## src/rtl/bti_ifetch.sv

```systemverilog
// Instruction fetch unit: credit-limited prefetch over a split request/response bus
// into a small {pc,data} FIFO, with redirect flush and stale-response dropping.
module bti_ifetch #(
  parameter int              AW     = 32,
  parameter int              DW     = 32,
  parameter int              DEPTH  = 4,
  parameter logic [AW-1:0]   RST_PC = '0
) (
  input  logic          clk,
  input  logic          rst,
  output logic          bti_req_vld_o,
  input  logic          bti_req_rdy_i,
  output logic [AW-1:0] bti_req_addr_o,
  input  logic          bti_rsp_vld_i,
  output logic          bti_rsp_rdy_o,
  input  logic [DW-1:0] bti_rsp_data_i,
  input  logic          redir_vld_i,
  input  logic [AW-1:0] redir_pc_i,
  output logic          inst_vld_o,
  input  logic          inst_rdy_i,
  output logic [DW-1:0] inst_data_o,
  output logic [AW-1:0] inst_pc_o
);

  localparam int             CW      = $clog2(DEPTH) + 1;
  localparam int             PW      = $clog2(DEPTH);
  localparam logic [CW:0]    DEPTH_C = (CW+1)'(DEPTH);

  logic [AW-1:0] fpc_q, fpc_d, rpc_q, rpc_d;
  logic [CW-1:0] osd_q, osd_d, drp_q, drp_d, cnt_q, cnt_d;
  logic [PW-1:0] wr_ptr_q, wr_ptr_d, rd_ptr_q, rd_ptr_d;
  logic [AW-1:0] pc_mem_q   [DEPTH];
  logic [DW-1:0] data_mem_q [DEPTH];

  logic [CW:0]   used;
  logic          req_hs, rsp_hs, push, pop;
  logic [AW-1:0] target;
  logic          unused_redir_lsb;

  assign unused_redir_lsb = ^redir_pc_i[1:0];
  assign target = {redir_pc_i[AW-1:2], 2'b00};

  // Credit: never have more words in flight or buffered than the FIFO can hold.
  assign used           = {1'b0, osd_q} + {1'b0, cnt_q};
  assign bti_req_vld_o  = !rst && !redir_vld_i && (used < DEPTH_C);
  assign bti_req_addr_o = fpc_q;
  assign bti_rsp_rdy_o  = 1'b1;

  assign req_hs = bti_req_vld_o && bti_req_rdy_i;
  assign rsp_hs = bti_rsp_vld_i;
  assign push   = rsp_hs && (drp_q == '0) && !redir_vld_i;
  assign pop    = inst_vld_o && inst_rdy_i && !redir_vld_i;

  assign inst_vld_o  = (cnt_q != '0);
  assign inst_data_o = inst_vld_o ? data_mem_q[rd_ptr_q] : '0;
  assign inst_pc_o   = inst_vld_o ? pc_mem_q[rd_ptr_q]   : '0;

  always_comb begin
    fpc_d    = fpc_q;
    rpc_d    = rpc_q;
    drp_d    = drp_q;
    cnt_d    = cnt_q;
    wr_ptr_d = wr_ptr_q;
    rd_ptr_d = rd_ptr_q;
    osd_d    = osd_q + CW'(req_hs) - CW'(rsp_hs);
    if (redir_vld_i) begin
      // Everything still in flight belongs to the old stream.
      fpc_d    = target;
      rpc_d    = target;
      cnt_d    = '0;
      wr_ptr_d = '0;
      rd_ptr_d = '0;
      drp_d    = rsp_hs ? osd_q - CW'(1) : osd_q;
    end else begin
      if (req_hs) fpc_d = fpc_q + AW'(4);
      if (push) begin
        rpc_d    = rpc_q + AW'(4);
        wr_ptr_d = wr_ptr_q + PW'(1);
      end
      if (pop) rd_ptr_d = rd_ptr_q + PW'(1);
      cnt_d = cnt_q + CW'(push) - CW'(pop);
      if (rsp_hs && (drp_q != '0)) drp_d = drp_q - CW'(1);
    end
  end

  always_ff @(posedge clk or posedge rst) begin
    if (rst) begin
      fpc_q    <= RST_PC;
      rpc_q    <= RST_PC;
      osd_q    <= '0;
      drp_q    <= '0;
      cnt_q    <= '0;
      wr_ptr_q <= '0;
      rd_ptr_q <= '0;
    end else begin
      fpc_q    <= fpc_d;
      rpc_q    <= rpc_d;
      osd_q    <= osd_d;
      drp_q    <= drp_d;
      cnt_q    <= cnt_d;
      wr_ptr_q <= wr_ptr_d;
      rd_ptr_q <= rd_ptr_d;
    end
  end

  always_ff @(posedge clk) begin
    if (push) begin
      pc_mem_q[wr_ptr_q]   <= rpc_q;
      data_mem_q[wr_ptr_q] <= bti_rsp_data_i;
    end
  end

endmodule

```

## config.mk

```make
export PLATFORM = sky130hd
export DESIGN_NAME = bti_ifetch
export DESIGN_NICKNAME = d
export VERILOG_FILES = /design/src/rtl/bti_ifetch.sv
export SDC_FILE = /design/constraint.sdc
export NUM_CORES = 1
export LEC_CHECK = 0
export ABC_AREA = 1
export CORE_AREA = 2 2 160 193
export CTS_CLUSTER_SIZE = 8
export DETAILED_ROUTE_END_ITERATION = 10
export DIE_AREA = 0 0 162 195
export PLACE_DENSITY = 0.72
export SYNTH_ARGS = -nofsm -noshare
export SYNTH_HDL_FRONTEND = slang
export SYNTH_SLANG_ARGS = --single-unit
```

## constraint.sdc

```tcl
create_clock -name clk -period 4.8 [get_ports clk]
set_input_delay 0.96 -clock clk [delete_from_list [all_inputs] [get_ports clk]]
set_output_delay 0.96 -clock clk [all_outputs]
set_load 0.02 [all_outputs]
```

==> metrics.md <==
| Metric | Value |
|---|---|
| Fraction of layout cells with a size suffix above 1 | between 7 and 8% |
| Setup Viol. Count Final | 0 |
| First-pass detailed-route iteration total | 5 |
| CTS buffer count | 46 |
| CTS Hold Bufs | 0 |
| Setup CP Type | reg2out |
| Post-synth top area cell | edfxtp_1 |
| GRT overflow | 0 |
| Worst Path Arrival | ~3.5 ns |
| Design area | 18000 µm² |
| Most frequent cell after synthesis | nor2_1 |
| Core area | around 30000 µm² |
| LEAKAGE | 6.82 nW |
| Drt wl/cell | roughly 18 µm |
| Hold path depth | 1 |
| Buf/Inv on CP | 2 |
| Yosys synthesis warning count | 0 |
| Fin crit share | 92.3% |
| Slowest cell on crit path | dfrtp_4 |
| Die ar. | 31600 µm² |
| #FFs+latches synth | 321 |
| Hold path endpoint | osd_q[2] |
| Largest cells by area after synthesis | edfxtp_1, dfrtp_1, nor2_1 |
| Seq/Total Area, Yosys | about 63% |
| Worst r2r src | cnt_q[1] |
| Hold WC Path Type | reg2reg |
| VDD IR max | between 0.3 and 0.4 mV |
| Initial antenna violation count | 0 |
| Worst slew margin | between 30% and 40% |
| Max Clock Skew | 0.0174 ns |
| Worst-case reg-to-reg path depth | 12 |
| Final Routed Wirelength | 35700 µm |
| Crit path largest cell delay | ~0.86 ns |
| RSZ-0062 raised after global routing | no |
| DRT antenna net count | 0 |
| Placed instance area | 16700 µm² |
| DR iter-0 viols | 847 |
| Total routing usage reported by global routing | 22.6% |
| CP required | 3.84 ns |
| Fin. max-slew vios | 0 |
| Io pins | 169 |
| Fin crit period | 4.43 ns |
| Vias per inst | 5.39 |
| Status | completed |
| Worst Path Max Fanout | 66 |
| Core Rows | between 60 and 70 |
| IO buf count | 161 |
| Most common flop cell mapped by yosys | edfxtp_1 |
| Reg-to-Reg End | cnt_q[2] |
| Max clock buf depth | 3 |
| Clock Latency Late Sink | 0.54 ns |
| Crit path cell chain | buf_4, nor2_1, nor2_1, o21ai_0, a21oi_1, clkdlybuf4s50_1 |
| Nets@finish | between 1500 and 2000 |
| Hold Startpoint | osd_q[1] |
| CTS root buf | clkbuf_16 |
| Async SR Flop Fraction | between 20% and 30% |
| Crit path capture type | output port |
| DRC Markers | 0 |
| Mapped Cells | 1465 |
| Largest net degree at the start of global routing | 74 |
| Layout area overhead | 22.6% |
| Post-CTS Setup Inserts | 0 |
| Clk sink count | ~320 |
| Crit path max-delay family | buffers and inverters |
| Critical Path Most Common Cell | nor2_1 |
| Final hold vios | 0 |
| Post-cts resize count | 0 |
| Reg2reg setup slack | around 1.6 ns |
| Nature of the critical path startpoint | flop |
| Fillers | around 2400 |
| Initial Utilization | between 40% and 50% |
| Setup TNS Final | 0 ns |
| First-pass GRT wire length | around 56000 µm |
| CTS tree | built |
| Number of synthesized flops with an enable pin | 248 |
| Inserted Diodes | 0 |
| Synth Cell Area | 14700 µm² |
| Die X | 162 µm |
| Max Freq | 0.226 GHz |
| Commonest cells in the netlist | nor2_1, edfxtp_1, nand2_1 |
| Synth top area share | 50.7% |
| Avg Synthesized Cell Area | around 10 µm² |
| Die Height | 195 µm |
| Max-cap violations | 0 |
| H-Tree Depth | 2 |
| Clock transition at path regs | 0.05 ns |
| Gpl congestion | between 0.9 and 1 |
| Post-synthesis cell type count | 40 |
| Via count | between 10000 and 15000 |
| Slew at the pin closest to its max-slew limit | 0.966 ns |
| Pwr dens | 514 nW/µm² |
| Vias in the first global route | between 10000 and 15000 |
| HPWL after detailed placement | 21900 µm |
==> final cells by class <==
| class | count | area [µm²] | area share, % |
|---|---|---|---|
| Clock buffer | 63 | 1280 | 7.10 |
| Clock inverter | 1 | 8.76 | 0.0486 |
| Inverter | 106 | 398 | 2.21 |
| Multi-Input combinational cell | 973 | 4700 | 26.1 |
| Sequential cell | 321 | 9280 | 51.5 |
| Tap cell | 390 | 488 | 2.71 |
| Timing Repair Buffer | 182 | 1850 | 10.3 |
==> sequential cells by signal, summed over array words and instances (netlist names) <==
register and count:
rpc_q 30, cnt_q 3, drp_q 3, data_mem_q 128
osd_q 3, pc_mem_q 120, wr_ptr_q 2, rd_ptr_q 2
bti_req_addr_o 30
==> layout by cell type (no fill, tap or decap), types with 7 or more instances in the layout <==
| cell | instances |
|---|---|
| a21oi_1 | 83 |
| buf_12 | 7 |
| buf_4 | 14 |
| clkbuf_1 | 14 |
| clkbuf_16 | 49 |
| clkdlybuf4s50_1 | 160 |
| dfrtp_1 | 71 |
| edfxtp_1 | 248 |
| ha_1 | 15 |
| inv_1 | 100 |
| nand2_1 | 216 |
| nand3_1 | 71 |
| nand4_1 | 13 |
| nor2_1 | 303 |
| nor2_2 | 7 |
| nor2_4 | 15 |
| nor3_1 | 14 |
| o211ai_1 | 12 |
| o21ai_0 | 151 |
| o21ai_1 | 11 |
| o21bai_1 | 7 |
| xor2_1 | 12 |
==> metal layers <==
metal,share of wire (%),global-route usage [%],vias to the layer above
li1,-,-,5271
met1,40,28.7,5191
met2,49,38.3,418
met3,7.3,3.84,87
met4,3.5,9.60,0
met5,0,0,-
==> worst reg2reg max path, delay by kind of cell (launching register included) <==
family	cells	cell delay, ns
simple gates	6	1.58
flops	1	0.42
fa+ha+maj	3	0.80
buf+inv	3	0.31
==> how the worst max path moves through the flow <==
stage,startpoint,end,slack [ns],cells after the start
final,rd_ptr_q[0],inst_pc_o[7],0.37,6
after global routing,rd_ptr_q[0],inst_pc_o[7],0.16,6
after CTS,rd_ptr_q[0],inst_pc_o[7],0.31,6
after detailed placement,rd_ptr_q[0],inst_pc_o[7],0.92,6
after global placement,rd_ptr_q[0],inst_pc_o[10],1.02,6
after floorplan,redir_vld_i,data_mem_q[0][0],0.23,5
==> through the flow <==
stage | setup WS [ns] | util [%] | cells | power (mW) | hold WS, ns
finish | 0.371 | 61.0 | 2036 | 9.25 | 0.541
floorplan | 0.225 | - | 1468 | 5.13 | 0.484
detailed placement | 0.919 | 56.6 | 1972 | 6.41 | 0.533
CTS | 0.312 | 61.0 | 2036 | 9.33 | 0.540
global placement | 1.02 | 56.6 | 1972 | 6.35 | 0.518
global route | 0.161 | 61.0 | 2036 | 9.69 | 0.579
==> report_power, final <==
| part | leakage, nW | internal, mW | total, mW | switching, mW |
|---|---|---|---|---|
| registers | 3.13 | 3.24 | 3.51 | 0.276 |
| logic | 3.07 | 1.11 | 2.85 | 1.74 |
| clock network | 0.624 | 1.81 | 2.89 | 1.08 |
| total | 6.82 | 6.16 | 9.25 | 3.09 |
==> cell families after synthesis <==
family	share of synthesized area [%]
xor+xnor	1.07
other cells	0.0511
buf+inv	5.09
flops	63.2
compound gates	9.62
simple gates	19.5
fa+ha+maj	1.55
Power figures use the tool's default switching activity.
